--- src/rtl/binary_multiplier_4bit_pkg.sv ---
// Shared definitions for the 4-bit shift-add multiplier: controller state
// encodings, operand/product widths and the add/shift step count.
package binary_multiplier_4bit_pkg;

  localparam int OPER_W = 4;
  localparam int PROD_W = 8;
  localparam int CNT_W  = 3;

  // Number of add/shift pairs per multiplication (one per multiplier bit).
  localparam logic [CNT_W-1:0] MULT_STEPS = 3'd4;

  // Encoding 2'b11 is intentionally unused; the controller recovers to S_idle.
  typedef enum logic [1:0] {
    S_idle  = 2'b00,
    S_add   = 2'b01,
    S_shift = 2'b10
  } mult_state_t;

endpackage

--- src/rtl/binary_multiplier_4bit_adder.sv ---
// 4-bit dataflow ripple adder (binary_adder_4bit_df) feeding the multiplier
// accumulator; purely combinational.
module binary_adder_4bit_df
  import binary_multiplier_4bit_pkg::*;
(
  input  logic [OPER_W-1:0] a,
  input  logic [OPER_W-1:0] b,
  input  logic              cin,
  output logic [OPER_W-1:0] sum,
  output logic              carry
);

  assign {carry, sum} = {1'b0, a} + {1'b0, b} + {4'b0000, cin};

endmodule

--- src/rtl/binary_multiplier_4bit.sv ---
// Sequential 4x4 unsigned shift-add multiplier, 8 cycles per product.
// Optional MULT_DONE_PULSE_EN adds a one-cycle registered Done pulse.
module binary_multiplier_4bit
  import binary_multiplier_4bit_pkg::*;
(
  input  logic              clock,
  input  logic              reset_b,
  input  logic              Start,
  input  logic [OPER_W-1:0] Multiplicand,
  input  logic [OPER_W-1:0] Multiplier,
  output logic [PROD_W-1:0] Product,
  output logic              Ready
`ifdef MULT_DONE_PULSE_EN
  ,
  output logic              Done
`endif
);

  mult_state_t       state_r;
  logic [OPER_W-1:0] a_r;
  logic [OPER_W-1:0] q_r;
  logic [OPER_W-1:0] b_r;
  logic              c_r;
  logic [CNT_W-1:0]  p_r;
  logic              ready_r;
  logic [OPER_W-1:0] sum_s;
  logic              carry_s;

  binary_adder_4bit_df u_adder (
    .a     (a_r),
    .b     (b_r),
    .cin   (1'b0),
    .sum   (sum_s),
    .carry (carry_s)
  );

  // Controller and datapath registers; Ready is registered alongside the state.
  always_ff @(posedge clock) begin
    if (!reset_b) begin
      state_r <= S_idle;
      a_r     <= 4'h0;
      q_r     <= 4'h0;
      b_r     <= 4'h0;
      c_r     <= 1'b0;
      p_r     <= 3'd0;
      ready_r <= 1'b1;
    end else begin
      case (state_r)
        S_idle: begin
          if (Start) begin
            b_r     <= Multiplicand;
            q_r     <= Multiplier;
            a_r     <= 4'h0;
            c_r     <= 1'b0;
            p_r     <= MULT_STEPS;
            state_r <= S_add;
            ready_r <= 1'b0;
          end else begin
            ready_r <= 1'b1;
          end
        end
        S_add: begin
          p_r <= p_r - 3'd1;
          if (q_r[0]) begin
            a_r <= sum_s;
            c_r <= carry_s;
          end else begin
            a_r <= a_r;
            c_r <= c_r;
          end
          state_r <= S_shift;
          ready_r <= 1'b0;
        end
        S_shift: begin
          // Logical right shift of the 9-bit {C,A,Q} concatenation.
          {c_r, a_r, q_r} <= {1'b0, c_r, a_r, q_r[3:1]};
          if (p_r == 3'd0) begin
            state_r <= S_idle;
            ready_r <= 1'b1;
          end else begin
            state_r <= S_add;
            ready_r <= 1'b0;
          end
        end
        default: begin
          state_r <= S_idle;
          ready_r <= 1'b1;
        end
      endcase
    end
  end

  assign Product = {a_r, q_r};
  assign Ready   = ready_r;

`ifdef MULT_DONE_PULSE_EN
  logic done_r;

  // Done fires on the cycle after the final shift, coincident with Ready rising.
  always_ff @(posedge clock) begin
    if (!reset_b) begin
      done_r <= 1'b0;
    end else begin
      done_r <= (state_r == S_shift) && (p_r == 3'd0);
    end
  end

  assign Done = done_r;
`endif

endmodule

--- config.mk ---
export PLATFORM = sky130hd
export DESIGN_NAME = binary_multiplier_4bit
export DESIGN_NICKNAME = d
export VERILOG_FILES = /design/src/rtl/binary_multiplier_4bit_pkg.sv /design/src/rtl/binary_multiplier_4bit_adder.sv /design/src/rtl/binary_multiplier_4bit.sv
export SDC_FILE = /design/constraint.sdc
export NUM_CORES = 1
export LEC_CHECK = 0
export CORE_ASPECT_RATIO = 0.7
export CORE_MARGIN = 2
export CORE_UTILIZATION = 50
export CTS_CLUSTER_DIAMETER = 80
export DETAILED_ROUTE_END_ITERATION = 10
export HOLD_SLACK_MARGIN = 0.02
export PLACE_DENSITY = 0.77
export SETUP_SLACK_MARGIN = 0.5
export SKIP_LAST_GASP = 1
export SLEW_MARGIN = 20
export SYNTH_ARGS = -nofsm -noshare
export SYNTH_HDL_FRONTEND = slang
export SYNTH_SLANG_ARGS = --single-unit
--- constraint.sdc ---
create_clock -name clock -period 2 [get_ports clock]
set_input_delay 0.5 -clock clock [delete_from_list [all_inputs] [get_ports clock]]
set_output_delay 0.5 -clock clock [all_outputs]
set_load 0.05 [all_outputs]
# After elaboration in Yosys (flattened, before gate mapping)

Cells that the tools add are included.

Add/subtract/negate cells: 2
Reduce and logical (&&, ||, !) cells: 9
Mux-type cells: 16
Equal/unequal tests: 4

Operators by type and width:

| operator                                                            | number |
|---|---|
| 4-bit two-way mux                                                   | 3 |
| 4-bit case mux with 3 select lines                                  | 1 |
| 4-bit case mux with 2 select lines                                  | 1 |
| 1-bit case mux with 3 select lines                                  | 2 |
| 2-bit case mux with 3 select lines                                  | 1 |
| 3-bit case mux with 2 select lines                                  | 1 |
| 2-bit AND reduction                                                 | 3 |
| 4-bit by 4-bit adder with 5-bit output                              | 1 |
| 1-bit two-way mux                                                   | 5 |
| 2-bit inequality test (second input constant)                       | 2 |
| 2-bit nonzero test                                                  | 2 |
| 3-bit zero test                                                     | 1 |
| 3-bit two-way mux                                                   | 1 |
| 3-bit AND reduction                                                 | 1 |
| 3-bit nonzero test                                                  | 1 |
| 3-bit by 1-bit subtractor with 3-bit output (second input constant) | 1 |
| 2-bit by 1-bit == test with 1-bit output (second input constant)    | 1 |
| 2-bit == test (second input constant)                               | 1 |
| 2-bit zero test                                                     | 1 |
| 2-bit two-way mux                                                   | 1 |

Register bits after elaboration: 19
Logic and storage cells: 38
Bits of input ports: 11

# Logic depth before layout (Yosys ltp)

Depth after elaboration: 3
Mapped depth: 7

# Modules after synthesis

A second synthesis with hierarchy kept.

Cells, all modules: 125
Area, all modules: 1152.4 um^2

By module, submodules not included:

| module                 | cells an instance | instances | seq. area each (um^2) | area an instance (um^2) |
|---|---|---|---|---|
| binary_multiplier_4bit | 109               | 1         | 380.4                 | 1008.5 |
| binary_adder_4bit_df   | 16                | 1         | 0.0                   | 143.9 |

# Least setup slack after synthesis

OpenSTA, ideal clock, no wires.

Path type: register -> register
Start point: register a_r[0]
End point: register a_r[2]
Path buffers: 0
Data arrival time: 1.811 ns
Library setup time: 0.070 ns
Cell stages (with the launch flop): 8
Data required time: 1.930 ns
Setup slack: 0.118 ns
Path through: dfxtp_1 -> ha_1 -> inv_1 -> fa_1 -> xor2_1 -> o21ai_0 -> nand3_1 -> a21oi_1

Longest elaborated chain between the ends: 3

Ends and longest elaborated chain:

| item                                   | line                               | text |
|---|---|---|
| start: declaration                     | binary_multiplier_4bit.sv:20       | `logic [OPER_W-1:0] a_r;` |
| start signal: assignment               | binary_multiplier_4bit.sv:65       | `a_r <= sum_s;` |
| start signal: assignment               | binary_multiplier_4bit.sv:68       | `a_r <= a_r;` |
| start signal: assignment               | binary_multiplier_4bit.sv:76       | `{c_r, a_r, q_r} <= {1'b0, c_r, a_r, q_r[3:1]};` |
| 4-bit by 4-bit adder with 5-bit output | binary_multiplier_4bit_adder.sv:13 | `assign {carry, sum} = {1'b0, a} + {1'b0, b} + {4'b0000, cin};` |
| 4-bit two-way mux                      | binary_multiplier_4bit.sv:64       | `if (q_r[0]) begin` |
| 4-bit case mux with 3 select lines     | binary_multiplier_4bit.sv:48       | `case (state_r)` |

No other way between the ends. The select of a mux whose other input is x is not followed.
A chain may end at the register's enable or synchronous reset.

# Final worst setup path

Start point: register state_r[0]
End point: register a_r[3]

Longest elaborated chain between the ends: 3
Elaborated cells on any way between the ends: 8
Classes of those cells: 4 x eq/ne; 1 x mux; 3 x reduce/logical

Ends and longest elaborated chain:

| item                                                                  | line                         | text |
|---|---|---|
| start: declaration                                                    | binary_multiplier_4bit.sv:19 | `mult_state_t state_r;` |
| start signal: assignment                                              | binary_multiplier_4bit.sv:40 | `state_r <= S_idle;` |
| start signal: assignment                                              | binary_multiplier_4bit.sv:71 | `state_r <= S_shift;` |
| start signal: assignment                                              | binary_multiplier_4bit.sv:78 | `state_r <= S_idle;` |
| 2-bit by 1-bit == test with 1-bit output (tied with other cells)      | binary_multiplier_4bit.sv:48 |  |
| 2-bit inequality test (no line) or 3-bit nonzero test (tied branches) | n/a                          |  |
| 3-bit AND reduction (no line)                                         | n/a                          |  |

Parallel ways exist; a longest one is shown, timed or not.

==> results.cfg <==
[critical_path]
cp.required_ns = 2.20
crit_chain = inv_4 > ha_4 > nor2b_4 > or3_4 > a22oi_2 > a311oi_1
arrival_ns = 1.70
cpMaxStageDelayCell = dfxtp_4
worstSetupPathDepth = 6
crit_family = simple AND/OR/NAND/NOR gates
r2r_cells = 6
crit_fanout = 5
cpPeakStageDelay_ns = 0.41
end_kind = flop
critical_path_class = reg2reg
startpoint_type = flop
critPathBufInv = 1

[power]
p_total_w = 0.000934
p_per_area_mw_per_mm2 = 655
ir_worst_vdd_uv = 410
leakage_nw = 0.544

[floorplanning]
die_h_um = 42.9
die_w_um = 59.6
io-pin-count = 20
initial_core_util_pct = 51.4
core_mm2 = 0.00210
rows = 14
die_area_mm2 = 0.00256

[logic_synthesis]
synth_flop_cell = dfxtp_1
synthCells = 124
ys_ff_latch = 19
synth.distinct_cells = 34
yosysSeqAreaShare_pct = 35.2
synth-warning-count = 0
netlist_area_mm2 = 0.00108
synth_area_per_cell_um2 = 8.72
synth-async-reset-ratio_pct = 0
synth_nets = 146
synth_edf_count = 0

[sta]
period_share_pct = 74.9
timing.setup.tns_ns = 0
worst_pin_slew_ns = 0.309
setup_violations = 0
skew_ns = 0.0122
slew_headroom_pct = 79.4
maxSlewViolCount = 0
grt_setup_unrepaired = true
hold_viol = 0
fmax_mhz = 668
finalCriticalPeriod_ns = 1.50
hold_slack_ns = 0.461

[clock_tree]
cts_inserted_buffers = 3
cts_tree = built
clock_latency_ns = 0.31
htreeDepth = 1
cts_root_buf = clkbuf_4
clockBufferDepth = 2
path_clk_slew_ns = 0.12
clock-sinks = 19

[finish]
final_nets = 173
final_cell_mix = nand2_1 (15), buf_4 (14), dfxtp_1 (13)
final_common_cell = nand2_1
regArea_um2 = 398
num_antenna_cells = 0
final_core_util_pct = 67.9
area_growth_pct = 31.9
drive_gt1_share_pct = 30.0
n_fill_cell = 180
multiInputGateArea_um2 = 704
postLayoutCellArea_mm2 = 0.00143

[global_routing]
met1_usage_pct = 29.4
antenna_found_initial = 0
grt-ovfl-total = 0
met3_usage_pct = 6.71
grt_pass1_vias = 893
busiest_layer = met2
use_met2_pct = 33.0
grt_pass1_wl_um = 4080
grt_max_degree = 14
track_usage_pct = 21.4

[routing]
routed_wl_um = 2500
dr.pass1.iters = 4
ant_nets = 0
drc_errors = 0
post_drt_wl_per_cell_um = 14.4
drtIter0Drc = 45
drt-vias-per-instance = 5.63
route.vias.total = 980

[flow_run]
maxCapViolCount = 0

[placed_design]
post-dp-hpwl_um = 1770
gp_congestion = 0.869
port_buffers = 19
placed_area_mm2 = 0.00132

[hold_path]
hold_class = reg2reg
whs_path_depth = 2

[outcome]
status = completed
[logic make-up after synthesis]
kind of cell,Yosys count,share of synthesized area [%]
and+or+nand+nor,43,21.2
buffers and inverters,15,6.83
AOI/OAI and AO/OA,29,17.0
adders and majority gates,11,13.4
xor gates and xnor gates,1,0.810
DFF,19,35.2
muxes,6,5.56
[state kept, by name (all words and copies together), names as in the netlist]
| signal | count |
|---|---|
| Ready | 1 |
| c_r | 1 |
| q_r | 4 |
| a_r | 4 |
| b_r | 4 |
| state_r | 2 |
| p_r | 3 |
[per-stage QoR]
| step | setup slack (ns) | std cells |
|---|---|---|
| floorplan | 0.452 | 124 |
| global placement | 0.0818 | 165 |
| detailed placement | 0.0494 | 165 |
| CTS | 0.504 | 172 |
| global route | 0.449 | 174 |
| finish | 0.502 | 174 |
[worst reg2reg max path: stages, from the launching register on]
cell      delay, ns
dfxtp_4        0.41
inv_4          0.05
ha_4           0.15
nor2b_4        0.14
or3_4          0.41
a22oi_2        0.13
a311oi_1       0.11
[per-layer routing]
layer  part of all wire (%)  vias to the layer above
met1                     46                      453
met2                     47                       44
met3                    7.0                        2
met4                   0.20                        0
li1                       -                      481
met5                      0                        -
[Yosys cell counts, drive strengths merged, types with 2 or more instances]
cell	instances	area share [%]
a211oi	4	2.8
a21oi	13	6.0
buf	4	3.0
dfxtp	19	35
ha	10	12
inv	9	3.1
mux2i	6	5.6
nand2	16	5.6
nand3	10	4.6
nor2	6	2.1
nor2b	4	3.2
nor3	2	2.0
o21ai	4	1.9
[layout make-up]
| cell class | count | share of cell area (%) |
|---|---|---|
| inverters | 10 | 2.98 |
| well taps | 24 | 2.11 |
| multi-input cells | 90 | 49.4 |
| repair buffers | 27 | 15.8 |
| flip-flops and latches | 19 | 27.9 |
| clock buffers | 4 | 1.84 |
[worst paths after layout]
path / from / to / slack (ns)
hold / removal: p_r[0] / p_r[0] / 0.46
setup reg to reg: state_r[0] / a_r[3] / 0.50
setup / recovery: state_r[0] / a_r[3] / 0.50
hold reg to reg: p_r[0] / p_r[0] / 0.46
[power by group]
group / switching, W / internal (W) / total, W
clock network: 0.000125 / 0.0000777 / 0.000203
registers: 0.0000262 / 0.000405 / 0.000431
logic: 0.000170 / 0.000131 / 0.000301
total: 0.000321 / 0.000613 / 0.000934
[repair_timing]
item,CTS,global route
buffers inserted,3,2
gates resized for setup,18,10
endpoints found under the setup margin,10,11
pin swaps,10,4
hold buffers,0,0
(Power assumes the default switching activity.)
